$ cat src/rtl/vga_status_pkg.sv
// ============================================================================
// Module   : vga_status_pkg
// Purpose  : Game status codes and 640x480 VGA timing shared by producer/display.
// Revision : 1.0
// ============================================================================
`default_nettype none

package vga_status_pkg;

  typedef enum logic [1:0] {
    ST_HIT     = 2'd0,
    ST_RUNNING = 2'd1,
    ST_FAIL    = 2'd2,
    ST_ENDING  = 2'd3
  } status_e;

  localparam int VGA_H_ACTIVE = 640;
  localparam int VGA_H_FRONT  = 16;
  localparam int VGA_H_SYNC   = 96;
  localparam int VGA_H_BACK   = 48;
  localparam int VGA_V_ACTIVE = 480;
  localparam int VGA_V_FRONT  = 10;
  localparam int VGA_V_SYNC   = 2;
  localparam int VGA_V_BACK   = 33;

  localparam int CNT_W = 10;

  // Only hit and fail start a flash sequence.
  function automatic logic is_flash_code(status_e s);
    return (s == ST_HIT) || (s == ST_FAIL);
  endfunction

endpackage

`default_nettype wire

$ cat src/rtl/vga_timing.sv
// ============================================================================
// Module   : vga_timing
// Purpose  : Pixel enable, h/v counters, registered syncs and active flag.
// Revision : 1.0
// ============================================================================
`default_nettype none

module vga_timing
  import vga_status_pkg::*;
#(
  parameter int H_ACTIVE = VGA_H_ACTIVE,
  parameter int H_FRONT  = VGA_H_FRONT,
  parameter int H_SYNC   = VGA_H_SYNC,
  parameter int H_BACK   = VGA_H_BACK,
  parameter int V_ACTIVE = VGA_V_ACTIVE,
  parameter int V_FRONT  = VGA_V_FRONT,
  parameter int V_SYNC   = VGA_V_SYNC,
  parameter int V_BACK   = VGA_V_BACK
) (
  input  logic             clock_i,
  input  logic             rst_ni,
  output logic             pix_en_o,
  output logic [CNT_W-1:0] h_cnt_o,
  output logic [CNT_W-1:0] v_cnt_o,
  output logic             hsync_o,
  output logic             vsync_o,
  output logic             active_o,
  output logic             frame_end_o
);

  localparam logic [CNT_W-1:0] c_h_last   = CNT_W'(H_ACTIVE + H_FRONT + H_SYNC + H_BACK - 1);
  localparam logic [CNT_W-1:0] c_v_last   = CNT_W'(V_ACTIVE + V_FRONT + V_SYNC + V_BACK - 1);
  localparam logic [CNT_W-1:0] c_hs_first = CNT_W'(H_ACTIVE + H_FRONT);
  localparam logic [CNT_W-1:0] c_hs_last  = CNT_W'(H_ACTIVE + H_FRONT + H_SYNC - 1);
  localparam logic [CNT_W-1:0] c_vs_first = CNT_W'(V_ACTIVE + V_FRONT);
  localparam logic [CNT_W-1:0] c_vs_last  = CNT_W'(V_ACTIVE + V_FRONT + V_SYNC - 1);
  localparam logic [CNT_W-1:0] c_h_active = CNT_W'(H_ACTIVE);
  localparam logic [CNT_W-1:0] c_v_active = CNT_W'(V_ACTIVE);

  logic             pix_en_q;
  logic [CNT_W-1:0] h_cnt_q, h_cnt_d;
  logic [CNT_W-1:0] v_cnt_q, v_cnt_d;
  logic             hsync_q, vsync_q;

  always_comb begin
    h_cnt_d = h_cnt_q + CNT_W'(1);
    v_cnt_d = v_cnt_q;
    if (h_cnt_q == c_h_last) begin
      h_cnt_d = '0;
      v_cnt_d = (v_cnt_q == c_v_last) ? '0 : v_cnt_q + CNT_W'(1);
    end
  end

  // Syncs are sampled from the pre-advance count, so they lag the counters by one pixel.
  always_ff @(posedge clock_i or negedge rst_ni) begin
    if (!rst_ni) begin
      pix_en_q <= 1'b0;
      h_cnt_q  <= '0;
      v_cnt_q  <= '0;
      hsync_q  <= 1'b1;
      vsync_q  <= 1'b1;
    end else begin
      pix_en_q <= ~pix_en_q;
      if (pix_en_q) begin
        h_cnt_q <= h_cnt_d;
        v_cnt_q <= v_cnt_d;
        hsync_q <= ~((h_cnt_q >= c_hs_first) && (h_cnt_q <= c_hs_last));
        vsync_q <= ~((v_cnt_q >= c_vs_first) && (v_cnt_q <= c_vs_last));
      end
    end
  end

  assign pix_en_o    = pix_en_q;
  assign h_cnt_o     = h_cnt_q;
  assign v_cnt_o     = v_cnt_q;
  assign hsync_o     = hsync_q;
  assign vsync_o     = vsync_q;
  assign active_o    = (h_cnt_q < c_h_active) && (v_cnt_q < c_v_active);
  assign frame_end_o = pix_en_q && (h_cnt_q == c_h_last) && (v_cnt_q == c_v_last);

endmodule

`default_nettype wire

$ cat src/rtl/vga_status_display.sv
// ============================================================================
// Module   : vga_status_display
// Purpose  : Renders game status (border / flash / full colour) on a VGA screen.
// Revision : 1.0
// ============================================================================
`default_nettype none

module vga_status_display
  import vga_status_pkg::*;
#(
  parameter int FLASH_FRAMES = 30,
  parameter int BORDER_PX    = 16,
  parameter int H_ACTIVE     = VGA_H_ACTIVE,
  parameter int H_FRONT      = VGA_H_FRONT,
  parameter int H_SYNC       = VGA_H_SYNC,
  parameter int H_BACK       = VGA_H_BACK,
  parameter int V_ACTIVE     = VGA_V_ACTIVE,
  parameter int V_FRONT      = VGA_V_FRONT,
  parameter int V_SYNC       = VGA_V_SYNC,
  parameter int V_BACK       = VGA_V_BACK
) (
  input  logic       clock,
  input  logic       reset,
  input  logic [1:0] result,
  output logic       hsync,
  output logic       vsync,
  output logic [3:0] vga_r,
  output logic [3:0] vga_g,
  output logic [3:0] vga_b,
  output logic       frame_start
);

  // At least three bits so the flash phase bit always exists.
  localparam int FW = ($clog2(FLASH_FRAMES + 1) < 3) ? 3 : $clog2(FLASH_FRAMES + 1);

  localparam logic [FW-1:0]    c_flash_load  = FW'(FLASH_FRAMES);
  localparam logic [CNT_W-1:0] c_border      = CNT_W'(BORDER_PX);
  localparam logic [CNT_W-1:0] c_h_border_hi = CNT_W'(H_ACTIVE - BORDER_PX);
  localparam logic [CNT_W-1:0] c_v_border_hi = CNT_W'(V_ACTIVE - BORDER_PX);

  logic             pix_en, active, frame_end;
  logic [CNT_W-1:0] h_cnt, v_cnt;

  status_e          disp_state_q, disp_state_d;
  logic [FW-1:0]    flash_cnt_q, flash_cnt_d;
  logic             frame_start_q;
  logic [11:0]      rgb_q, rgb_d;
  logic             flash_on, in_border;
  status_e          sampled;

  vga_timing #(
    .H_ACTIVE (H_ACTIVE),
    .H_FRONT  (H_FRONT),
    .H_SYNC   (H_SYNC),
    .H_BACK   (H_BACK),
    .V_ACTIVE (V_ACTIVE),
    .V_FRONT  (V_FRONT),
    .V_SYNC   (V_SYNC),
    .V_BACK   (V_BACK)
  ) u_timing (
    .clock_i     (clock),
    .rst_ni      (reset),
    .pix_en_o    (pix_en),
    .h_cnt_o     (h_cnt),
    .v_cnt_o     (v_cnt),
    .hsync_o     (hsync),
    .vsync_o     (vsync),
    .active_o    (active),
    .frame_end_o (frame_end)
  );

  assign sampled = status_e'(result);

  // Status is latched only at the last pixel of a frame so a frame never changes mid-scan.
  always_comb begin
    disp_state_d = disp_state_q;
    flash_cnt_d  = flash_cnt_q;
    if (frame_end) begin
      disp_state_d = sampled;
      if (is_flash_code(sampled) && (sampled != disp_state_q)) begin
        flash_cnt_d = c_flash_load;
      end else if (flash_cnt_q != '0) begin
        flash_cnt_d = flash_cnt_q - FW'(1);
      end
    end
  end

  assign flash_on  = (flash_cnt_q != '0) && flash_cnt_q[2];
  assign in_border = (h_cnt < c_border) || (h_cnt >= c_h_border_hi) ||
                     (v_cnt < c_border) || (v_cnt >= c_v_border_hi);

  always_comb begin
    rgb_d = 12'h000;
    if (active) begin
      unique case (disp_state_q)
        ST_ENDING: rgb_d = 12'h00F;
        ST_HIT:    rgb_d = flash_on ? 12'hFF0 : (in_border ? 12'h0F0 : 12'h000);
        ST_FAIL:   rgb_d = flash_on ? 12'hF00 : (in_border ? 12'h0F0 : 12'h000);
        default:   rgb_d = in_border ? 12'h0F0 : 12'h000;
      endcase
    end
  end

  always_ff @(posedge clock or negedge reset) begin
    if (!reset) begin
      disp_state_q  <= ST_ENDING;
      flash_cnt_q   <= '0;
      frame_start_q <= 1'b0;
      rgb_q         <= 12'h000;
    end else begin
      disp_state_q  <= disp_state_d;
      flash_cnt_q   <= flash_cnt_d;
      frame_start_q <= frame_end;
      if (pix_en) begin
        rgb_q <= rgb_d;
      end
    end
  end

  assign vga_r       = rgb_q[11:8];
  assign vga_g       = rgb_q[7:4];
  assign vga_b       = rgb_q[3:0];
  assign frame_start = frame_start_q;

endmodule

`default_nettype wire

$ cat config.mk
export PLATFORM = sky130hd
export DESIGN_NAME = vga_status_display
export DESIGN_NICKNAME = d
export VERILOG_FILES = /design/src/rtl/vga_status_pkg.sv /design/src/rtl/vga_timing.sv /design/src/rtl/vga_status_display.sv
export SDC_FILE = /design/constraint.sdc
export NUM_CORES = 1
export LEC_CHECK = 0
export ABC_CLOCK_PERIOD_IN_PS = 4100
export BUFFER_PORTS_ARGS = -buffer_cell sky130_fd_sc_hd__clkbuf_2
export CORE_MARGIN = 1
export CORE_UTILIZATION = 41
export DETAILED_ROUTE_END_ITERATION = 12
export HOLD_SLACK_MARGIN = 0.05
export MAX_ROUTING_LAYER = met4
export PLACE_DENSITY_LB_ADDON = 0.15
export SYNTH_ARGS = -nofsm -noshare
export SYNTH_HDL_FRONTEND = slang
export SYNTH_HIERARCHICAL = 1
export SYNTH_SLANG_ARGS = --single-unit
$ cat constraint.sdc
create_clock -name clock -period 4.1 [get_ports clock]
set_clock_uncertainty 0.1 [all_clocks]
set_input_delay 0.82 -clock clock [delete_from_list [all_inputs] [get_ports clock]]
set_output_delay 0.82 -clock clock [all_outputs]
set_load 0.05 [all_outputs]
==> flow_summary_export.csv, run 1 <==
group,metric,value,unit
min_path,holdCritPathClass,"flip-flop to flip-flop",
layout,seq_area,856,um^2
logic_synthesis,synth_adder_area_share,4.65,%
logic_synthesis,synth_top_family_by_area,"simple AND/OR/NAND/NOR gates",
layout,drive_above_1_share,18.1,%
timing,max_freq,0.389,GHz
global_routing,grt_max_degree,35,
power_and_ir_drop,power,0.000604,W
placed_design,io_buffers,18,
logic_synthesis,synth_top_cell_by_area,"dfrtp_1",
layout,multi_input_area,883,um^2
setup_path,critPathSlowestCell,"dfrtp_1",
floorplanning,die_x,69.8,um
logic_synthesis,synth_compound_area_share,10.4,%
timing,rsz0062_at_grt,"false",
logic_synthesis,synth_edf_count,0,
setup_path,critPathLaunchType,"flip-flop",
clocking,cts_tree,"built",
power_and_ir_drop,vdd_drop_max,0.000109,V
power_and_ir_drop,p_sw,0.000129,W
timing,timing.hold.ws,0.388,ns
setup_path,worst_setup_path_end_kind,"flip-flop",
setup_path,path_cells,"and4_1 > nand4_1 > nor2_1 > o211ai_1 > nand2_1 > o22ai_1",
timing,worst_pin_slew,0.831,ns
placed_design,gp_congestion,0.849,
floorplanning,die_h,69.8,um
clocking,clk_latency,0.29,ns
layout,nets,214,
detailed_routing,wl_per_cell,13.7,um
setup_path,cpPeakStageDelay,0.68,ns
floorplanning,rows,24,
status,status,"finished, final reports clean",
logic_synthesis,ys_types,43,
layout,syn2layout_area_growth,7.64,%
timing,hold_viol_final,0,
setup_path,critPathKind,"flip-flop to flip-flop",
logic_synthesis,syn_inst,194,
detailed_routing,vias_per_cell,5.52,
clocking,clock_path_buffers,2,
layout,fin_util,46.2,%
timing,drv_slew,0,
logic_synthesis,synth_nets,205,
power_and_ir_drop,p_leak,0.887,nW
clocking,cts_setup_buffers,0,
setup_path,cp_data_arrival_time,2.64,ns
detailed_routing,drt_wl_total,3500,um
clocking,cts_root_buf,"clkbuf_8",
detailed_routing,post-route-drc-count,0,
power_and_ir_drop,p_seq_share,55.8,%
global_routing,grt_usage,16.6,%
global_routing,grt_overflow,0,
placed_design,dp.cells,248,
clocking,cts_resized,0,
global_routing,antenna_found_initial,0,
timing,tns,0,ns
detailed_routing,drt_iter0_drc,81,
job,max-cap-violations,0,
global_routing,grt_pass1_wl,6180,um
detailed_routing,firstDrtPassIters,4,
layout,fill_cells,412,
clocking,cts.clk_slew.worst_paths,0.07,ns
logic_synthesis,avgSynthCellArea,9.71,um^2
timing,relSlewSlack,44.6,%
floorplanning,die-area,4870,um^2
setup_path,cp_max_fo,19,
setup_path,required,4.17,ns
logic_synthesis,syn_area,1880,um^2
min_path,min_from,"u_timing/hsync_o",
logic_synthesis,synthArstFlopShare,100,%
clocking,cts_max_level,2,
timing,finalCritPeriodShare,62.7,%
power_and_ir_drop,powerDensity,298,nW/um^2
setup_path,worst-r2r-setup-slack,1.53,ns
placed_design,dp_hpwl,2470,um
layout,fin_cells,256,
logic_synthesis,synthMuxAreaShare,1.73,%
floorplanning,core,4380,um^2
timing,setup_violations,0,
min_path,min_to,"u_timing/hsync_o",
setup_path,reg2reg_to,"flash_cnt_q[0]",
power_and_ir_drop,p_int,0.000475,W
floorplanning,ios,19,
logic_synthesis,synth-seq-area-share,45.4,%
logic_synthesis,synthTopCellsByArea,"dfrtp_1, dfstp_2, ha_1",
logic_synthesis,yosys_warnings,6,
logic_synthesis,ys_seq_elements,34,
logic_synthesis,yosysTopAreaCellShare,39.9,%
layout,antennaDiodeCount,0,
clocking,cts-hold-fix-buffers,0,
logic_synthesis,synth_most_common_cell,"dfrtp_1",
logic_synthesis,synth_top_flop_cell,"dfrtp_1",
setup_path,regToRegStartpoint,"u_timing/pix_en_o",
logic_synthesis,synthTopCellsByCount,"dfrtp_1, nand2_1, nor2_1",
power_and_ir_drop,combPwrFrac,2.0,%
clocking,cts_buffers,5,
power_and_ir_drop,clkPwrFrac,42.2,%
setup_path,worstRegToRegCells,6,
power_and_ir_drop,switching_share,21.4,%
min_path,hold-path-cell-count,2,
logic_synthesis,synth_xor_area_share,6.98,%
logic_synthesis,synth_simple_gate_area_share,23.1,%
global_routing,grt_pass1_vias,1303,
detailed_routing,routed-via-count,1412,
clocking,cts.sinks,34,
floorplanning,start_util,43.0,%
detailed_routing,ant_nets,0,
timing,period_minus_slack,2.57,ns
through the flow:
stage               cell area [um^2]  worst slack [ns]
finish                          2030              1.53
global route                    2030              1.24
CTS                             2030              1.50
detailed placement              1940              1.52
global placement                1940              1.63
floorplan                       1880              2.19
registers in the layout, summed over array words and instances, names as in the netlist:
signal,count
disp_state_q,2
u_timing/v_cnt_o,10
u_timing/h_cnt_o,10
frame_start,1
u_timing/hsync_o,1
flash_cnt_q,5
u_timing/pix_en_o,1
rgb_q,3
u_timing/vsync_o,1
metal layers:
metal,vias up,part of all wire [%],track usage [%]
li1,696,-,-
met1,674,49,21.7
met2,35,45,24.5
met3,7,3.7,4.36
met4,0,1.7,6.67
met5,-,0,-
worst max-delay path: cells and delay by family, from the launching register on:
kind,cells,cell delay (ns)
and+or+nand+nor,4,1.29
AOI/OAI and AO/OA,2,0.37
DFF,1,0.68
worst max path at each step:
stage / startpoint / end / slack (ns) / cells past startpoint
final: u_timing/pix_en_o / flash_cnt_q[0] / 1.53 / 6
after global routing: u_timing/pix_en_o / flash_cnt_q[1] / 1.24 / 6
after CTS: u_timing/pix_en_o / flash_cnt_q[0] / 1.50 / 6
after detailed placement: u_timing/pix_en_o / flash_cnt_q[0] / 1.52 / 6
after global placement: u_timing/pix_en_o / flash_cnt_q[0] / 1.63 / 6
after floorplan: u_timing/h_cnt_o[6] / flash_cnt_q[0] / 2.19 / 7
kinds of logic (layout without fill, tap and decap cells):
| logic type | Yosys count | after routing |
|---|---|---|
| XOR/XNOR | 15 | 15 |
| AO/OA/AOI/OAI | 30 | 30 |
| flip-flops | 34 | 34 |
| adder cells (fa/ha/maj) | 7 | 7 |
| AND/OR/NAND/NOR | 78 | 78 |
| buffers and inverters | 27 | 37 |
| multiplexers | 3 | 3 |
power groups by stage:
| stage | Clock (W) | Combinational [W] | Sequential, W |
|---|---|---|---|
| floorplan | 0 | 0.00000367 | 0.000343 |
| finish | 0.000255 | 0.0000122 | 0.000337 |
| global route | 0.000278 | 0.0000148 | 0.000337 |
| detailed placement | 0 | 0.0000129 | 0.000343 |
| CTS | 0.000261 | 0.0000129 | 0.000337 |
| global placement | 0 | 0.0000124 | 0.000343 |
layout make-up:
class | instances | area share (%)
clock buffers | 7 | 4.26
repair buffers | 18 | 4.44
multi-input cells | 133 | 43.6
flip-flops and latches | 34 | 42.2
clock inverters | 1 | 0.247
well taps | 52 | 3.21
inverters | 11 | 2.04
cell usage in the layout (no fill, tap or decap), types with 4 or more instances in the layout:
cell type / count
dfrtp_1: 30
clkbuf_2: 18
nor2_1: 14
nand2_1: 14
nand4_1: 12
inv_1: 11
nand3_1: 10
o21ai_0: 9
xor2_1: 8
nor3_1: 7
ha_1: 7
xnor2_1: 7
clkbuf_8: 6
dfstp_2: 4
and2_1: 4
a21oi_1: 4
Power figures use the tool's default switching activity.
==> inputs of run 2 (changes only) <==
--- a/config.mk
+++ b/config.mk
@@ -5,7 +5,8 @@
 export SDC_FILE = /design/constraint.sdc
 export NUM_CORES = 1
 export LEC_CHECK = 0
-export ABC_CLOCK_PERIOD_IN_PS = 4100
+export ABC_AREA = 1
+export ABC_CLOCK_PERIOD_IN_PS = 2600
 export BUFFER_PORTS_ARGS = -buffer_cell sky130_fd_sc_hd__clkbuf_2
 export CORE_MARGIN = 1
 export CORE_UTILIZATION = 41
==> constraint.sdc (replaced) <==
create_clock -name clock -period 2.6 [get_ports clock]
set_clock_uncertainty 0.1 [all_clocks]
set_input_delay 0.52 -clock clock [delete_from_list [all_inputs] [get_ports clock]]
set_output_delay 0.52 -clock clock [all_outputs]
set_load 0.05 [all_outputs]
==> run 2 against run 1 <==
  * Cell count grew 42%
  * Count of clock-buffer cells in the layout is the same
  * First-iteration DRC count grew 69%
  * Routed wire length grew 22%
  * Die area grew 14%
  * Combinational power grew to 4.3 times the previous value
  * Utilization grew 1.5 points
  * Non-clock buffer count grew 1
  * Critical path depth grew 7
  * Setup slack lost 1.0 ns
==> flow_summary_export.csv, run 2 <==
group,metric,value,unit
detailed_routing,met3_length,196,um
setup_path,critPathSlowestCell,"dfrtp_1",
floorplanning,start_util,44.0,%
clocking,cts_resized,0,
logic_synthesis,ys_seq_elements,34,
setup_path,path_common_cell,"nand2_1",
timing,hold_viol_final,0,
clocking,cts_tree,"built",
setup_path,reg2reg_to,"flash_cnt_q[0]",
placed_design,dp_hpwl,3090,um
timing,setup_violations,0,
timing,worst_pin_slew,0.882,ns
layout,antennaDiodeCount,0,
layout,final_cell_mix,"nand2_1, inv_1, dfrtp_1, nand3_1, nor2_1",
logic_synthesis,yosysTopAreaCellShare,35.0,%
detailed_routing,wirelength_met1,2140,um
power_and_ir_drop,vdd_drop_max,0.000281,V
layout,fin_cells,364,
clocking,clock_path_buffers,2,
setup_path,worst_setup_path_end_kind,"flip-flop",
detailed_routing,post-route-drc-count,0,
logic_synthesis,synth_edf_count,0,
logic_synthesis,synthTopCellsByCount,"nand2_1, inv_1, dfrtp_1",
logic_synthesis,synth_top_flop_cell,"dfrtp_1",
setup_path,worstRegToRegCells,13,
setup_path,crit_family,"simple AND/OR/NAND/NOR gates",
logic_synthesis,synth_top_cell_by_area,"dfrtp_1",
setup_path,cp_max_fo,7,
min_path,holdCritPathClass,"input port to async pin",
placed_design,dp.cells,356,
detailed_routing,vias_per_cell,4.83,
floorplanning,die_x,74.3,um
detailed_routing,routed-via-count,1759,
detailed_routing,ant_nets,0,
setup_path,worst-r2r-setup-slack,0.53,ns
logic_synthesis,syn_inst,282,
placed_design,gp_congestion,0.942,
logic_synthesis,avgSynthCellArea,7.61,um^2
logic_synthesis,synth-seq-area-share,39.9,%
detailed_routing,wl_met2,1840,um
setup_path,regToRegStartpoint,"u_timing/h_cnt_o[1]",
logic_synthesis,yosys_warnings,6,
logic_synthesis,ys_types,31,
timing,drv_slew,0,
detailed_routing,wl_per_cell,11.7,um
global_routing,antenna_found_initial,0,
setup_path,path_cells,"ha_1 > nand2_1 > nor2_2 > nand2_1 > inv_1 > nand2_1 > nor3_1 > inv_2 > nor2_4 > nand2_4 > nand2_4 > nand3_2 > o21ai_2",
setup_path,critPathLaunchType,"flip-flop",
power_and_ir_drop,p_leak,1.17,nW
logic_synthesis,synthTopCellsByArea,"dfrtp_1, nand2_1, inv_1",
timing,max_freq,0.482,GHz
global_routing,grt_overflow,0,
logic_synthesis,synth_nets,293,
setup_path,critPathKind,"flip-flop to flip-flop",
setup_path,cp_num_buf_inv,2,
detailed_routing,drt_wl_total,4260,um
setup_path,cpPeakStageDelay,0.37,ns
floorplanning,core,4880,um^2
detailed_routing,drt_iter0_drc,137,
floorplanning,rows,25,
layout,nets,307,
setup_path,required,2.72,ns
logic_synthesis,synth_most_common_cell,"nand2_1",
clocking,cts_setup_buffers,0,
floorplanning,die-area,5530,um^2
clocking,cts.clk_slew.worst_paths,0.07,ns
global_routing,grt_max_degree,35,
clocking,clk_latency,0.29,ns
placed_design,io_buffers,18,
clocking,cts_root_buf,"clkbuf_8",
global_routing,grt_pass1_vias,1687,
layout,syn2layout_area_growth,8.57,%
power_and_ir_drop,powerDensity,428,nW/um^2
floorplanning,ios,19,
clocking,cts.sinks,34,
timing,finalCritPeriodShare,79.7,%
logic_synthesis,synthArstFlopShare,100,%
floorplanning,die_h,74.3,um
timing,rsz0062_at_grt,"false",
setup_path,cp_data_arrival_time,2.20,ns
global_routing,grt_usage,18.8,%
job,max-cap-violations,0,
layout,drive_above_1_share,18.2,%
status,status,"finished, final reports clean",
timing,period_minus_slack,2.07,ns
layout,layout_commonest_cell,"nand2_1",
logic_synthesis,syn_area,2150,um^2
timing,tns,0,ns
detailed_routing,top_layer_used,"met4",
global_routing,grt_pass1_wl,7580,um
timing,relSlewSlack,41.2,%
clocking,cts_buffers,5,
clocking,cts_max_level,2,
detailed_routing,firstDrtPassIters,4,
clocking,cts-hold-fix-buffers,0,
==> run 2: changes by cell type after synthesis, sizes merged, moves of 3 or more <==
cell / change
nand4: -4
nor2: +13
nand2: +58
inv: +32
and2: -4
o21ai: +12
and3: -4
xor2: -3
xnor2: -5
clkbuf: -3
nand3: +21
==> run 2: where the power goes <==
part | internal (W) | total [W] | switching, W
Sequential | 0.000532 | 0.000534 | 0.00000208
Combinational | 0.00000882 | 0.0000522 | 0.0000434
Clock | 0.000214 | 0.000412 | 0.000198
==> run 2: per-layer routing <==
layer  vias to the layer above  GRT usage, %
met1                       784          23.9
met5                         -             -
met2                        48          28.6
li1                        919             -
met3                         8          4.34
met4                         0          7.97
==> run 2: worst max-delay path by stage <==
stage / endpoint / slack, ns / cells after the start / start
CTS: flash_cnt_q[0] / 0.52 / 13 / u_timing/h_cnt_o[1]
floorplan: flash_cnt_q[0] / 0.51 / 13 / u_timing/h_cnt_o[0]
detailed placement: flash_cnt_q[0] / 0.56 / 13 / u_timing/h_cnt_o[1]
finish: flash_cnt_q[0] / 0.53 / 13 / u_timing/h_cnt_o[1]
global placement: flash_cnt_q[3] / 0.65 / 13 / u_timing/h_cnt_o[0]
global route: flash_cnt_q[0] / 0.31 / 13 / u_timing/h_cnt_o[0]
==> run 2: layout make-up <==
type	instances	area (um^2)
clock buffers	7	86.3
clock inverters	1	5.00
fillers	477	2550
inverters	43	161
multi-input cells	193	1040
flip-flops and latches	34	856
well taps	67	83.8
repair buffers	19	97.6
==> run 2: logic make-up after synthesis <==
group,count (synthesis),synth area share [%]
adders and majority gates,7,4.08
AOI/OAI and AO/OA,29,7.81
xor gates and xnor gates,7,2.86
buffers and inverters,55,11.7
DFF,34,39.9
and+or+nand+nor,150,33.7
==> run 2: through the flow <==
step	total power [W]	worst slack (ns)	hold slack [ns]	area (um^2)	util, %
after floorplan	0.000583	0.506	0.124	2150	-
after global placement	0.000598	0.653	0.380	2240	45.9
after detailed placement	0.000598	0.559	0.386	2240	45.9
after CTS	0.00102	0.522	0.270	2330	47.7
after global routing	0.00105	0.313	0.313	2330	47.7
final	0.000998	0.527	0.236	2330	47.7
